===== config.mk =====
export PLATFORM = sky130hd
export DESIGN_NAME = serial_add_seq
export DESIGN_NICKNAME = d
export VERILOG_FILES = /design/src/rtl/serial_add_seq.sv
export SDC_FILE = /design/constraint.sdc
export NUM_CORES = 1
export LEC_CHECK = 0
export ABC_AREA = 1
export CORE_ASPECT_RATIO = 0.5
export CORE_MARGIN = 3
export CORE_UTILIZATION = 39
export DETAILED_ROUTE_END_ITERATION = 10
export DONT_BUFFER_PORTS = 1
export PLACE_DENSITY_LB_ADDON = 0.2
export SYNTH_ARGS = -nofsm -noshare
export SYNTH_HDL_FRONTEND = slang
export SYNTH_SLANG_ARGS = --single-unit

===== constraint.sdc =====
create_clock -name clock -period 1.7 [get_ports clock]
set_input_delay 0.34 -clock clock [delete_from_list [all_inputs] [get_ports clock]]
set_output_delay 0.34 -clock clock [all_outputs]
set_load 0.005 [all_outputs]

===== src/rtl/serial_add_seq.sv =====
// serial_add_seq
//
// LSB-first serial adder with start/done handshake. Two N-bit operands are
// captured on an accepted start, streamed one bit per clock through a single
// full-adder stage with a carry flip-flop, and the N-bit sum plus carry-out
// are captured into output registers on the last shift edge.
//
// Ports
//   clock   rising-edge clock for all state
//   reset   synchronous, active-high reset
//   start   request a new operation (sampled only while ready=1)
//   x, y    N-bit operands, captured on the accepted start edge
//   sub     (only with SERIAL_ADD_SUB_EN) 1 selects x - y
//   ready   high in IDLE
//   busy    high in SHIFT and DONE
//   done    one-cycle pulse; sum/cout hold the new result
//   sum     registered N-bit result (modulo 2^N)
//   cout    registered final carry (for subtract: 1 = no borrow)
//
// Build option
//   SERIAL_ADD_SUB_EN  adds the sub port; subtract is x + ~y + 1.
//
// state   | meaning
// --------+--------------------------------------------------------
// S_IDLE  | waiting for start; operands and carry load on accept
// S_SHIFT | one bit per edge through the full adder, N edges total
// S_DONE  | result registers updated; done pulses for this cycle

module serial_add_seq #(
    parameter int N = 8
) (
    input  logic         clock,
    input  logic         reset,
    input  logic         start,
    input  logic [N-1:0] x,
    input  logic [N-1:0] y,
`ifdef SERIAL_ADD_SUB_EN
    input  logic         sub,
`endif
    output logic         ready,
    output logic         busy,
    output logic         done,
    output logic [N-1:0] sum,
    output logic         cout
);

    localparam int CW = (N > 1) ? $clog2(N) : 1;

    typedef enum logic [1:0] {
        S_IDLE,
        S_SHIFT,
        S_DONE
    } state_t;

    state_t state;
    state_t state_next;

    logic [N-1:0]  a_reg;
    logic [N-1:0]  b_reg;
    logic [N-1:0]  w_reg;
    logic          c_reg;
    logic [CW-1:0] cnt;

    logic          s_bit;
    logic          c_next;
    logic [N-1:0]  w_next;
    logic          last_bit;
    logic          load_sub;
    logic [N-1:0]  b_load;

`ifdef SERIAL_ADD_SUB_EN
    assign load_sub = sub;
`else
    assign load_sub = 1'b0;
`endif

    // Subtract is x + ~y + 1: invert B on load and preset the carry.
    assign b_load   = load_sub ? ~y : y;

    assign s_bit    = a_reg[0] ^ b_reg[0] ^ c_reg;
    assign c_next   = (a_reg[0] & b_reg[0]) | (a_reg[0] & c_reg) | (b_reg[0] & c_reg);
    assign last_bit = (cnt == CW'(N - 1));

    // Shift-in at the MSB written via index so N=1 needs no special case.
    always_comb begin
        w_next        = w_reg >> 1;
        w_next[N-1]   = s_bit;
    end

    always_ff @(posedge clock) begin
        if (reset) begin
            state <= S_IDLE;
        end else begin
            state <= state_next;
        end
    end

    always_comb begin
        state_next = state;
        ready      = 1'b0;
        busy       = 1'b0;
        done       = 1'b0;
        case (state)
            S_IDLE: begin
                ready = 1'b1;
                if (start) begin
                    state_next = S_SHIFT;
                end
            end
            S_SHIFT: begin
                busy = 1'b1;
                if (last_bit) begin
                    state_next = S_DONE;
                end
            end
            S_DONE: begin
                busy       = 1'b1;
                done       = 1'b1;
                state_next = S_IDLE;
            end
            default: begin
                state_next = S_IDLE;
            end
        endcase
    end

    always_ff @(posedge clock) begin
        if (reset) begin
            a_reg <= '0;
            b_reg <= '0;
            w_reg <= '0;
            c_reg <= 1'b0;
            cnt   <= '0;
            sum   <= '0;
            cout  <= 1'b0;
        end else begin
            case (state)
                S_IDLE: begin
                    if (start) begin
                        a_reg <= x;
                        b_reg <= b_load;
                        w_reg <= '0;
                        c_reg <= load_sub;
                        cnt   <= '0;
                    end
                end
                S_SHIFT: begin
                    a_reg <= a_reg >> 1;
                    b_reg <= b_reg >> 1;
                    w_reg <= w_next;
                    c_reg <= c_next;
                    cnt   <= cnt + CW'(1);
                    // Capture includes this edge's sum bit and carry.
                    if (last_bit) begin
                        sum  <= w_next;
                        cout <= c_next;
                    end
                end
                default: begin
                end
            endcase
        end
    end

endmodule


# [Word-level counts from Yosys, hierarchy flattened]
# Index checks and enable logic that the tools add are counted.
[totals] reg_bits=39 latch_bits=0 ram_bits=0 mem_bits_ro=0 inputBits=19 output_inout_bits=12 wordCells=43 mem_count=0
[op_classes] addsub=1 n_mul=0 div=0 order_cmp=0 n_eq_ne=5 shift=0 muxes=16 bitwise_logic=7 reduce_logical=6
[op_table] cell="one-hot mux 8 bit (2 select lines)" n=3
[op_table] cell="2-to-1 mux 8 bit" n=3
[op_table] cell="one-hot mux 3 bit (2 select lines)" n=1
[op_table] cell="AND reduction 2 bit" n=3
[op_table] cell="2-to-1 mux 1 bit" n=4
[op_table] cell="2-to-1 mux 2 bit" n=2
[op_table] cell="inequality test 2 bit (second input constant)" n=2
[op_table] cell="one-hot mux 2 bit (2 select lines)" n=1
[op_table] cell="adder 3 x 1 -> 3 bit (second input constant)" n=1
[op_table] cell="bitwise AND 1 bit" n=3
[op_table] cell="== test 3 bit (second input constant)" n=1
[op_table] cell="2-to-1 mux 3 bit" n=1
[op_table] cell="== test 2 x 1 -> 1 bit (second input constant)" n=1
[op_table] cell="== test 2 bit (second input constant)" n=1
[op_table] cell="zero test 2 bit" n=1
[op_table] cell="OR 1 bit" n=2
[op_table] cell="one-hot mux 1 bit (2 select lines)" n=1
[op_table] cell="nonzero test 2 bit" n=1
[op_table] cell="OR reduction 2 bit" n=1
[op_table] cell="XOR 1 bit" n=2

# [Longest topological paths before layout]
# Gate-level depths: netlist of the first run.
[logic_depth] depth_word=4 mapped_depth=9 ltp_nobuf=8

# [Least setup slack after synthesis of the first run]
# Ideal clock, no wire load.
[synth_timing] kind="reg2reg" startpoint="register state[0]" endpoint="register a_reg[7]" setup_ns=0.117 arrival_time_ns=1.175 t_required_ns=1.583 path_slack_ns=0.408 path_stages_with_launch=9 path_buffers=2 synth_period_minus_slack_ns=1.292 path_cell_list="dfxtp_1 inv_1 ha_1 inv_1 nand2_1 buf_6 buf_6 a22oi_1 nor2_1"
[synth_between] elab_chain_cells=3 word_cells_on_any_way=6 cone_classes="eq/ne (2); mux (1); reduce/logical (3)"
[synth_rtl] item="start: declaration" line="55" source="state_t state;"
[synth_rtl] item="start signal: assignment" line="94" source="state <= state_next;"
[synth_rtl] item="== test 2 x 1 -> 1 bit / zero test 2 bit (equally long branches)" line="137" source="case (state)"
[synth_rtl] item="nonzero test 2 bit (no source line) / inequality test 2 bit (equally long branches)"
[synth_rtl] item="AND reduction 2 bit (no source line)"
[synth_rtl] item="end signal: assignment" line="148" source="a_reg <= a_reg >> 1;"
[synth_rtl] item="end: declaration" line="58" source="logic [N-1:0] a_reg;"
# Several ways; a longest one is shown, not always the timed one.
# A chain may end at the register's enable or synchronous reset.

# [Worst setup path in the final report of the first run]
[layout_timing] startpoint="register state[1]" endpoint="register sum[3]"
[layout_between] elab_chain_cells=2
[layout_rtl] item="== test 2 x 1 -> 1 bit" line="137"
[layout_rtl] item="AND reduction 2 bit (no source line)"
[layout_rtl] item="end signal: assignment" line="155" source="sum <= w_next;"
[layout_rtl] item="end: declaration" line="43" source="output logic [N-1:0] sum,"
# No other way between the ends.

==> results by group, run 1 <==
Route
  – Detailed Route Iter0 Violations: 51
  – Drt wl/cell: 13.0 um
  – First-pass DRT Iterations: 4
  – Final WL: 3.89 mm
  – Vias/cell: 5.03
  – Residual DRC: 0
  – Via Count: 1505
  – Routed Antenna Nets: 0

Layout
  – Fin nets: 269
  – Antenna cells: 0
  – Area grow syn2layout: 5.33%
  – Layout Cells excl Fill: 299
  – Fillers: 422
  – Share of cells above drive strength 1: 6.12%

Synth
  – Largest cells by area after synthesis: dfxtp_1 (42%), nand2_1 (16%), nor2_1 (7.7%)
  – FFs w/ async S/R, synth: 0%
  – Syn Std Cell Area: 1810 um2
  – Count leader, synth: nand2_1
  – Post-Synthesis Cells: 249
  – Top cell type's share of synthesized area: 42.1%
  – EDFF count, synth: 0
  – Syn. warnings: 0
  – Syn Nets: 274
  – Seq/Total Area, Yosys: 42.1%
  – Distinct cell type count after synthesis: 19
  – FF+latch count, synth: 38
  – Syn_area_per_cell: 7.26 um2
  – Commonest cells post-synth: nand2_1 (79), dfxtp_1 (38), nor2_1 (37), nand3_1 (22), a21oi_1 (19)
  – Largest area contributor in the synthesized netlist: dfxtp_1
  – Primary FF master, synth: dfxtp_1

Floorplanning
  – Total die area: 5540 um2
  – Initial Utilization: 43.4%
  – Die width: 102 um
  – # IOs: 31
  – FP Rows: 16
  – Die Y: 54.1 um
  – Core area: 4160 um2

Setup path
  – Crit path launch: state[1]$_SDFFE_PP0P_
  – Crit. End Element: flip-flop
  – Req. time, crit path: 1.93 ns
  – Critical path type: flip-flop to flip-flop
  – FF-to-FF Start: state[1]$_SDFFE_PP0P_
  – CP startpoint kind: flip-flop
  – Worst R2R End: sum[3]$_SDFFE_PP0P_
  – R2R Setup Slk: 0.24 ns
  – Worst-path maximum fanout: 28
  – Worst path arrival time: 1.69 ns
  – Reg2reg path depth: 7

Placement
  – GP Congestion: 0.730
  – Placed insts: 291
  – DP Worst Slack: 0.262 ns
  – Port bufs: 0
  – Hpwl dp: 2.39 mm

GRT
  – Initial antenna violation count: 0
  – Global-route wire length before repair: 6.73 mm
  – Total GRT Usage: 16.0%
  – Global route overflow: 0
  – Vias in the first global route: 1497
  – Largest net degree at the start of global routing: 29

Clocking
  – TritonCTS clock tree: yes
  – Clk_lat worst skew: 0.29 ns
  – CTS sink cnt: 38
  – Hold Buf Count CTS: 0
  – CTS Root Cell: clkbuf_8
  – Clk buf depth: 2
  – CTS buffer count: 5
  – Resize count post-CTS: 0
  – CTS clk-pin slew, worst paths: 0.08 ns
  – H-tree levels: 2
  – Setup Buffers After CTS: 0

STA
  – Max transition margin: 70.6%
  – Max Freq: 0.683 GHz
  – Final hold slack: 0.104 ns
  – Final Hold Viols: 0
  – Worst-Margin Slew: 0.440 ns
  – Final Cycle Share: 86.1%
  – Final setup fails: 0
  – TNS Setup: 0 ns
  – Tmin final: 1.46 ns
  – Max Clock Skew: 0.00585 ns
  – Slew Limit Fails: 0
  – RSZ-0062 raised after global routing: no
  – Setup ws final: 0.236 ns

Outcome
  – Status: complete, no violations

Job
  – Max cap viols: 0

Worst hold path
  – Min-Delay Path Class: input port to flip-flop
  – Worst Hold Depth: 1
  – Hold endpoint: cnt[1]$_SDFFE_PP0P_
  – Hold Startpoint: reset

Pwr
  – Total Power: 0.00211 W
  – Leak: 0.837 nW
  – Peak supply drop: 0.338 mV
  – Power Density: 1110 nW/um2
-- layout make-up --
cell class	instances	area [um2]	share of cell area [%]
Clock buffer	7	86.3	4.53
Clock inverter	1	5.00	0.263
Inverter	10	40.0	2.10
Multi-Input combinational cell	185	877	46.1
Sequential cell	38	761	39.9
Tap cell	54	67.6	3.55
Timing Repair Buffer	4	67.6	3.55
-- cells by family after synthesis --
logic type / Yosys count / share of synthesized area [%]
AO/OA/AOI/OAI: 25 / 7.20
adder cells (fa/ha/maj): 6 / 4.57
buffers and inverters: 26 / 9.41
flip-flops: 38 / 42.1
AND/OR/NAND/NOR: 154 / 36.7
-- layer usage --
metal  vias to the layer above  global-route usage (%)  wire length [um]
met3                         5                    5.43               168
met4                         0                    6.97                52
met1                       693                    17.9              1880
met2                        22                    28.3              1780
li1                        785                       -                 -
met5                         -                       0                 0
-- worst max path at each step --
stage	to	slack (ns)	depth (start not counted)
2_1_floorplan	a_reg[7]$_SDFFE_PP0P_	0.41	8
3_3_place_gp	sum[1]$_SDFFE_PP0P_	0.28	7
3_5_place_dp	state[1]$_SDFFE_PP0P_	0.26	6
4_1_cts	sum[1]$_SDFFE_PP0P_	0.24	7
5_1_grt	b_reg[6]$_SDFFE_PP0P_	0.08	8
6_report	sum[3]$_SDFFE_PP0P_	0.24	7
-- where the power goes --
| part | internal (W) | switching (W) |
|---|---|---|
| sequential | 0.000962 | 0.0000338 |
| clock | 0.000328 | 0.000329 |
| combinational | 0.000174 | 0.000282 |
-- per-stage QoR --
step / cell area [um2] / util (%)
finish: 1900 / 45.7
CTS: 1900 / 45.7
detailed placement: 1810 / 43.5
global route: 1900 / 45.7
global placement: 1810 / 43.5
floorplan: 1810 / -
-- layout by cell type, fill, tap and decap left out --
cell type and instances:
nand2_1 79, dfxtp_1 38, nor2_1 37, nand3_1 22
a21oi_1 19, nand3b_1 15, inv_1 7, clkbuf_8 6
ha_1 5, o21ai_0 3, buf_12 3, inv_2 2
a22oi_1 2, nand2_2 1, inv_4 1, o21ai_1 1
fa_1 1, clkinv_2 1, clkbuf_1 1, buf_4 1
-- worst max-delay path, cell delays in order (launching register included) --
cell	delay [ns]
dfxtp_1	0.33
inv_1	0.09
ha_1	0.23
buf_12	0.20
nand2_2	0.17
inv_2	0.18
nand2_1	0.08
a21oi_1	0.11
Power figures use the tool's default switching activity.
==> run 2, diff against run 1 <==
--- a/config.mk
+++ b/config.mk
@@ -11,7 +11,9 @@
 export CORE_UTILIZATION = 39
 export DETAILED_ROUTE_END_ITERATION = 10
 export DONT_BUFFER_PORTS = 1
-export PLACE_DENSITY_LB_ADDON = 0.2
+export GPL_TIMING_DRIVEN = 0
+export MAX_ROUTING_LAYER = met4
+export PLACE_DENSITY = 0.61
 export SYNTH_ARGS = -nofsm -noshare
 export SYNTH_HDL_FRONTEND = slang
 export SYNTH_SLANG_ARGS = --single-unit
==> results by group, run 2 (synthesis gave the netlist of run 1 again) <==
Outcome
  – Status: complete, no violations

Placement
  – GP Congestion: 0.803 (+10%)
  – Area after DPL: 1880 um2 (+3.5%)
  – Port bufs: 0 (unchanged)
  – DP Worst Slack: 0.233 ns (-0.0294 ns)
  – Hpwl dp: 2.77 mm (+16%)

Setup path
  – Crit. End Element: flip-flop
  – CP Cell Sequence: inv_1 -> ha_1 -> nand2_1 -> buf_2 -> buf_6 -> nand3_1 -> a21oi_1
  – Worst-path maximum fanout: 10 (-64%)
  – CP Buf/Inv Count: 3 (unchanged)
  – Critical path type: flip-flop to flip-flop
  – CP max-delay cell: dfxtp_1
  – Req. time, crit path: 1.91 ns (-0.02 ns)
  – Largest stage delay on the critical path: 0.36 ns (+0.03 ns)
  – Worst path arrival time: 1.66 ns (-0.03 ns)
  – CP startpoint kind: flip-flop
  – Worst path top cell family by delay: buffers and inverters

STA
  – TNS Setup: 0 ns (unchanged)
  – Tmin final: 1.45 ns (-0.0137 ns)
  – Final Hold Viols: 0 (unchanged)
  – Worst-Margin Slew: 0.455 ns (+0.0156 ns)
  – Slew Limit Fails: 0 (unchanged)
  – Final Cycle Share: 85.3% (-0.81 points)
  – Final hold slack: 0.224 ns (+0.120 ns)
  – Max transition margin: 69.6% (-0.97 points)
  – Max Clock Skew: 0.00446 ns (-0.00139 ns)
  – Setup ws final: 0.249 ns (+0.0137 ns)
  – RSZ-0062 raised after global routing: no
  – Max Freq: 0.689 GHz (+0.95%)
  – Final setup fails: 0 (unchanged)

Pwr
  – Logic gate share of total power: 23.3% (+1.7 points)
  – Peak supply drop: 0.326 mV (-3.6%)
  – Net Sw Frac: 29.8% (-0.82 points)
  – Power Density: 1080 nW/um2 (-2.6%)
  – Leak: 0.880 nW (+5.2%)
  – Clock Power Share: 29.7% (-1.4 points)
  – Sw Pwr: 0.000631 W (-2.1%)
  – P_int: 0.00149 W (+1.7%)
  – Sequential share of power: 47.0% (-0.2 points)

Route
  – Via Count: 1549 (+2.9%)
  – Final WL: 3.95 mm (+1.6%)
  – Routed Antenna Nets: 0 (unchanged)
  – Detailed Route Iter0 Violations: 71 (+39%)
  – Drt wl/cell: 12.7 um (-2.3%)
  – Residual DRC: 0 (unchanged)
  – First-pass DRT Iterations: 4 (unchanged)
  – Vias/cell: 4.98 (-1.0%)

Layout
  – Commonest cells after routing, fill and taps aside: nand2_1 (79), dfxtp_1 (38), nor2_1 (37)
  – Antenna cells: 0 (unchanged)
  – Fin nets: 281 (+4.5%)
  – Area grow syn2layout: 8.79%
  – Post-Layout Inst Area: 1970 um2 (+3.3%)
  – Most common cell after layout, fill and taps aside: nand2_1
  – Share of cells above drive strength 1: 10.1% (+4.0 points)

Clocking
  – Clk buf depth: 2 (unchanged)
  – CTS sink cnt: 38 (unchanged)
  – Resize count post-CTS: 0 (unchanged)
  – CTS Root Cell: clkbuf_8
  – H-tree levels: 2 (unchanged)
  – CTS buffer count: 5 (unchanged)
  – TritonCTS clock tree: yes
  – Setup Buffers After CTS: 0 (unchanged)
  – Clk_lat worst skew: 0.28 ns (about the same)
  – Hold Buf Count CTS: 0 (unchanged)
  – CTS clk-pin slew, worst paths: 0.07 ns (about the same)

Floorplanning
  – Total die area: 5540 um2 (unchanged)
  – FP Rows: 16 (unchanged)
  – # IOs: 31 (unchanged)
  – Initial Utilization: 43.4% (unchanged)
  – Die Y: 54.1 um (unchanged)
  – Core area: 4160 um2 (unchanged)
  – Die width: 102 um (unchanged)

GRT
  – Global-route wire length before repair: 6.73 mm (+0.10%)
  – Vias in the first global route: 1435 (-4.1%)
  – Largest net degree at the start of global routing: 12 (-59%)
  – Total GRT Usage: 16.5% (+0.51 points)
  – Global route overflow: 0 (unchanged)
  – Initial antenna violation count: 0 (unchanged)

Job
  – Max cap viols: 0 (unchanged)

Worst hold path
  – Min-Delay Path Class: input port to flip-flop
[run 2: changes by cell type in the layout (fill, tap and decap cells not counted)]
cell / previous run / this run
buf_2: 0 / 5
buf_6: 0 / 7
buf_1: 0 / 1
buf_4: 1 / 3
buf_12: 3 / 0
[run 2: final cells by class]
type | count | area [um2]
multi-input cells | 185 | 877
plain buffers | 16 | 130
flip-flops and latches | 38 | 761
well taps | 54 | 67.6
fillers | 425 | 2200
clock inverters | 1 | 5.00
inverters | 10 | 40.0
clock buffers | 7 | 86.3
[run 2: power groups by stage]
stage | Combinational (W) | Clock, W | Sequential [W]
6_report | 0.000495 | 0.000629 | 0.000996
5_1_grt | 0.000571 | 0.000675 | 0.00100
4_1_cts | 0.000498 | 0.000646 | 0.000995
3_5_place_dp | 0.000495 | 0 | 0.00102
3_3_place_gp | 0.000490 | 0 | 0.00101
2_1_floorplan | 0.000403 | 0 | 0.00101
[run 2: per-layer routing]
metal	share of wire, %	vias up	track usage (%)
met3	5.9	3	4.79
met4	0.43	0	4.58
met5	0	-	-
met2	43	35	26.3
li1	-	804	-
met1	50	707	20.6
[run 2: through the flow]
| stage | std cells | util [%] | total power (W) |
|---|---|---|---|
| floorplan | 249 | - | 0.00141 |
| global placement | 303 | 45.0 | 0.00150 |
| detailed placement | 303 | 45.0 | 0.00151 |
| CTS | 311 | 47.2 | 0.00214 |
| global route | 311 | 47.2 | 0.00225 |
| finish | 311 | 47.2 | 0.00212 |
[run 2: worst paths after layout]
check | slack [ns] | endpoint | cells past startpoint | start
max reg2reg | 0.25 | cnt[2]$_SDFFE_PP0P_ | 7 | state[1]$_SDFFE_PP0P_
max | 0.25 | cnt[2]$_SDFFE_PP0P_ | 7 | state[1]$_SDFFE_PP0P_
min | 0.22 | a_reg[7]$_SDFFE_PP0P_ | 2 | x[7]
min reg2reg | 0.49 | sum[7]$_SDFFE_PP0P_ | 2 | sum[7]$_SDFFE_PP0P_
==> run 3, diff against run 2 <==
--- a/config.mk
+++ b/config.mk
@@ -5,7 +5,6 @@
 export SDC_FILE = /design/constraint.sdc
 export NUM_CORES = 1
 export LEC_CHECK = 0
-export ABC_AREA = 1
 export CORE_ASPECT_RATIO = 0.5
 export CORE_MARGIN = 3
 export CORE_UTILIZATION = 39
==> results by group, run 3 <==
Outcome
  – Status: complete, no violations

Setup path
  – Worst path arrival time: 1.77 ns (+0.11 ns)
  – FF-to-FF Start: state[0]$_SDFFE_PP0P_
  – Crit path to: a_reg[7]$_SDFFE_PP0P_
  – Crit. End Element: flip-flop
  – Reg2reg path depth: 6 (-1)
  – Crit path launch: state[0]$_SDFFE_PP0P_
  – Worst-path maximum fanout: 10 (unchanged)
  – Req. time, crit path: 1.92 ns (about the same)
  – R2R Setup Slk: 0.15 ns (-0.10 ns)
  – Critical path type: flip-flop to flip-flop
  – CP startpoint kind: flip-flop
  – Worst R2R End: a_reg[7]$_SDFFE_PP0P_

Pwr
  – Net Sw Frac: 27.7% (-2.0 points)
  – Sequential share of power: 49.7% (+2.7 points)
  – Peak supply drop: 0.306 mV (-6.3%)
  – Power Density: 1030 nW/um2 (-4.4%)
  – Logic gate share of total power: 17.3% (-6.0 points)
  – Clock Power Share: 33.0% (+3.3 points)
  – Sw Pwr: 0.000543 W (-14%)
  – Leak: 0.668 nW (-24%)
  – P_int: 0.00141 W (-5.0%)

Floorplanning
  – Initial Utilization: 42.4% (-1.0 points)
  – FP Rows: 16 (unchanged)
  – Die Y: 53.1 um (-1.9%)
  – Die width: 100 um (-2.0%)
  – Core area: 4080 um2 (-1.9%)
  – Total die area: 5320 um2 (-3.9%)
  – # IOs: 31 (unchanged)

Clocking
  – Clk_lat worst skew: 0.29 ns (about the same)
  – TritonCTS clock tree: yes
  – H-tree levels: 2 (unchanged)
  – CTS clk-pin slew, worst paths: 0.08 ns (about the same)
  – CTS buffer count: 5 (unchanged)
  – CTS Root Cell: clkbuf_8
  – Setup Buffers After CTS: 0 (unchanged)
  – Hold Buf Count CTS: 0 (unchanged)
  – CTS sink cnt: 38 (unchanged)
  – Clk buf depth: 2 (unchanged)

Layout
  – Antenna cells: 0 (unchanged)
  – Share of cells above drive strength 1: 27.7% (+18 points)
  – Fin nets: 201 (-28%)
  – Area grow syn2layout: 9.75%
  – Most common cell after layout, fill and taps aside: dfxtp_1
  – Layout Cells excl Fill: 231 (-26%)
  – Commonest cells after routing, fill and taps aside: dfxtp_1 (38), a21oi_1 (14), mux2i_1 (14), nor2_2 (14), a211oi_2 (14)

STA
  – Worst-Margin Slew: 0.725 ns (+0.270 ns)
  – Slew Limit Fails: 0 (unchanged)
  – Max transition margin: 51.7% (-18 points)
  – Final setup fails: 0 (unchanged)
  – Final Hold Viols: 0 (unchanged)
  – Max Clock Skew: 0.00729 ns (+0.00283 ns)
  – Tmin final: 1.55 ns (+0.102 ns)
  – Final Cycle Share: 91.3% (+6.0 points)
  – Max Freq: 0.644 GHz (-6.6%)
  – Final hold slack: 0.212 ns (-0.0124 ns)
  – RSZ-0062 raised after global routing: no
  – Setup ws final: 0.148 ns (-0.102 ns)
  – TNS Setup: 0 ns (unchanged)

Synth
  – Post-synthesis simple-gate area fraction: 15.3% (-21 points)
  – FFs w/ async S/R, synth: 0% (unchanged)
  – Commonest cells post-synth: dfxtp_1 (38), mux2i_1 (15), a211oi_2 (14), a21oi_1 (14), nor2_2 (14)
  – Syn Std Cell Area: 1730 um2 (-4.2%)
  – Count leader, synth: dfxtp_1
  – Adder-cell share of the synthesized area: 4.77% (+0.20 points)
  – Seq/Total Area, Yosys: 43.9% (+1.9 points)
  – Largest family of logic cells by synthesized area: compound AO/OA/AOI/OAI gates
  – Top cell type's share of synthesized area: 43.9% (+1.9 points)
  – Syn Nets: 194 (-29%)
  – Synth Area in XOR/XNOR: 0% (unchanged)
  – FF+latch count, synth: 38 (unchanged)
  – Largest area contributor in the synthesized netlist: dfxtp_1
  – EDFF count, synth: 0 (unchanged)
  – Distinct cell type count after synthesis: 23 (+4)
  – Multiplexer share of the synthesized area: 9.54% (+9.5 points)
  – Post-Synthesis Cells: 169 (-32%)
  – Syn. warnings: 0 (unchanged)
  – Primary FF master, synth: dfxtp_1
  – Syn_area_per_cell: 10.2 um2 (+41%)
  – Complex-gate fraction of the synthesized area: 19.7% (+12 points)
  – Largest cells by area after synthesis: dfxtp_1 (44%), a211oi_2 (10%), mux2i_1 (8.7%)

GRT
  – Largest net degree at the start of global routing: 13 (+1)
  – Initial antenna violation count: 0 (unchanged)
  – Global-route wire length before repair: 5.76 mm (-14%)
  – Global route overflow: 0 (unchanged)
  – Total GRT Usage: 14.2% (-2.3 points)
  – Vias in the first global route: 1178 (-18%)

Route
  – First-pass DRT Iterations: 4 (unchanged)
  – Residual DRC: 0 (unchanged)
  – Via Count: 1237 (-20%)
  – Vias/cell: 5.35 (+7.5%)
  – Final WL: 3.48 mm (-12%)
  – Drt wl/cell: 15.1 um (+19%)
  – Detailed Route Iter0 Violations: 51 (-28%)
  – Routed Antenna Nets: 0 (unchanged)

Placement
  – GP Congestion: 0.741 (-7.6%)
  – DP Worst Slack: 0.118 ns (-0.115 ns)
  – Hpwl dp: 2.44 mm (-12%)
  – Port bufs: 0 (unchanged)
  – Placed insts: 223 (-26%)

Job
  – Max cap viols: 0 (unchanged)

Worst hold path
  – Min-Delay Path Class: input port to flip-flop
[run 3: cells by family (layout without fill, tap and decap cells)]
group | count (synthesis) | in the layout
compound gates | 39 | 39
flops | 38 | 38
fa+ha+maj | 6 | 6
simple gates | 53 | 53
mux | 16 | 16
buf+inv | 17 | 25
[run 3: power by group through the flow]
stage	logic (W)	registers, W	clock network, W
2_1_floorplan	0.000286	0.000986	0
3_3_place_gp	0.000333	0.000993	0
3_5_place_dp	0.000339	0.000995	0
4_1_cts	0.000340	0.000974	0.000671
5_1_grt	0.000373	0.000982	0.000709
6_report	0.000338	0.000974	0.000646
[run 3: layer usage]
metal	GRT usage (%)	part of all wire, %	up-vias
met5	-	0	-
met4	2.68	0.37	0
met3	4.61	6.1	2
met2	21.2	45	25
met1	19.0	48	598
li1	-	-	612
[run 3: repair_timing]
action	in CTS	in global routing
endpoints found under the hold margin	0	0
endpoints found under the setup margin	0	15
resized for setup	0	2
[run 3: worst min path at each step]
stage	endpoint	slack [ns]	start	cells after the start
detailed placement	a_reg[7]$_SDFFE_PP0P_	0.45	a_reg[7]$_SDFFE_PP0P_	2
floorplan	a_reg[7]$_SDFFE_PP0P_	0.43	a_reg[7]$_SDFFE_PP0P_	2
global route	b_reg[7]$_SDFFE_PP0P_	0.22	y[7]	2
global placement	a_reg[7]$_SDFFE_PP0P_	0.44	a_reg[7]$_SDFFE_PP0P_	2
CTS	a_reg[7]$_SDFFE_PP0P_	0.20	x[7]	2
finish	a_reg[7]$_SDFFE_PP0P_	0.21	x[7]	2
[run 3: metrics by stage]
| stage | total power, W | util (%) | cell area [um2] |
|---|---|---|---|
| after floorplan | 0.00127 | - | 1730 |
| after global placement | 0.00133 | 44.1 | 1800 |
| after detailed placement | 0.00133 | 44.1 | 1800 |
| after CTS | 0.00199 | 46.4 | 1890 |
| after global routing | 0.00206 | 46.5 | 1900 |
| final | 0.00196 | 46.5 | 1900 |
[run 3: critical path, cell delays in order (launching register included)]
cell     delay [ns]
dfxtp_1        0.33
inv_1          0.08
ha_1           0.31
mux2i_2        0.36
buf_4          0.23
nand2_1        0.07
a21oi_1        0.11
[run 3: layout make-up]
type                            instances  area [um2]
Inverter                                3        11.3
Multi-Input combinational cell        114         860
Fill cell                             402        2180
Tap cell                               54        67.6
Clock inverter                          2        12.5
Clock buffer                            6        82.6
Sequential cell                        38         761
Buffer                                 14         106
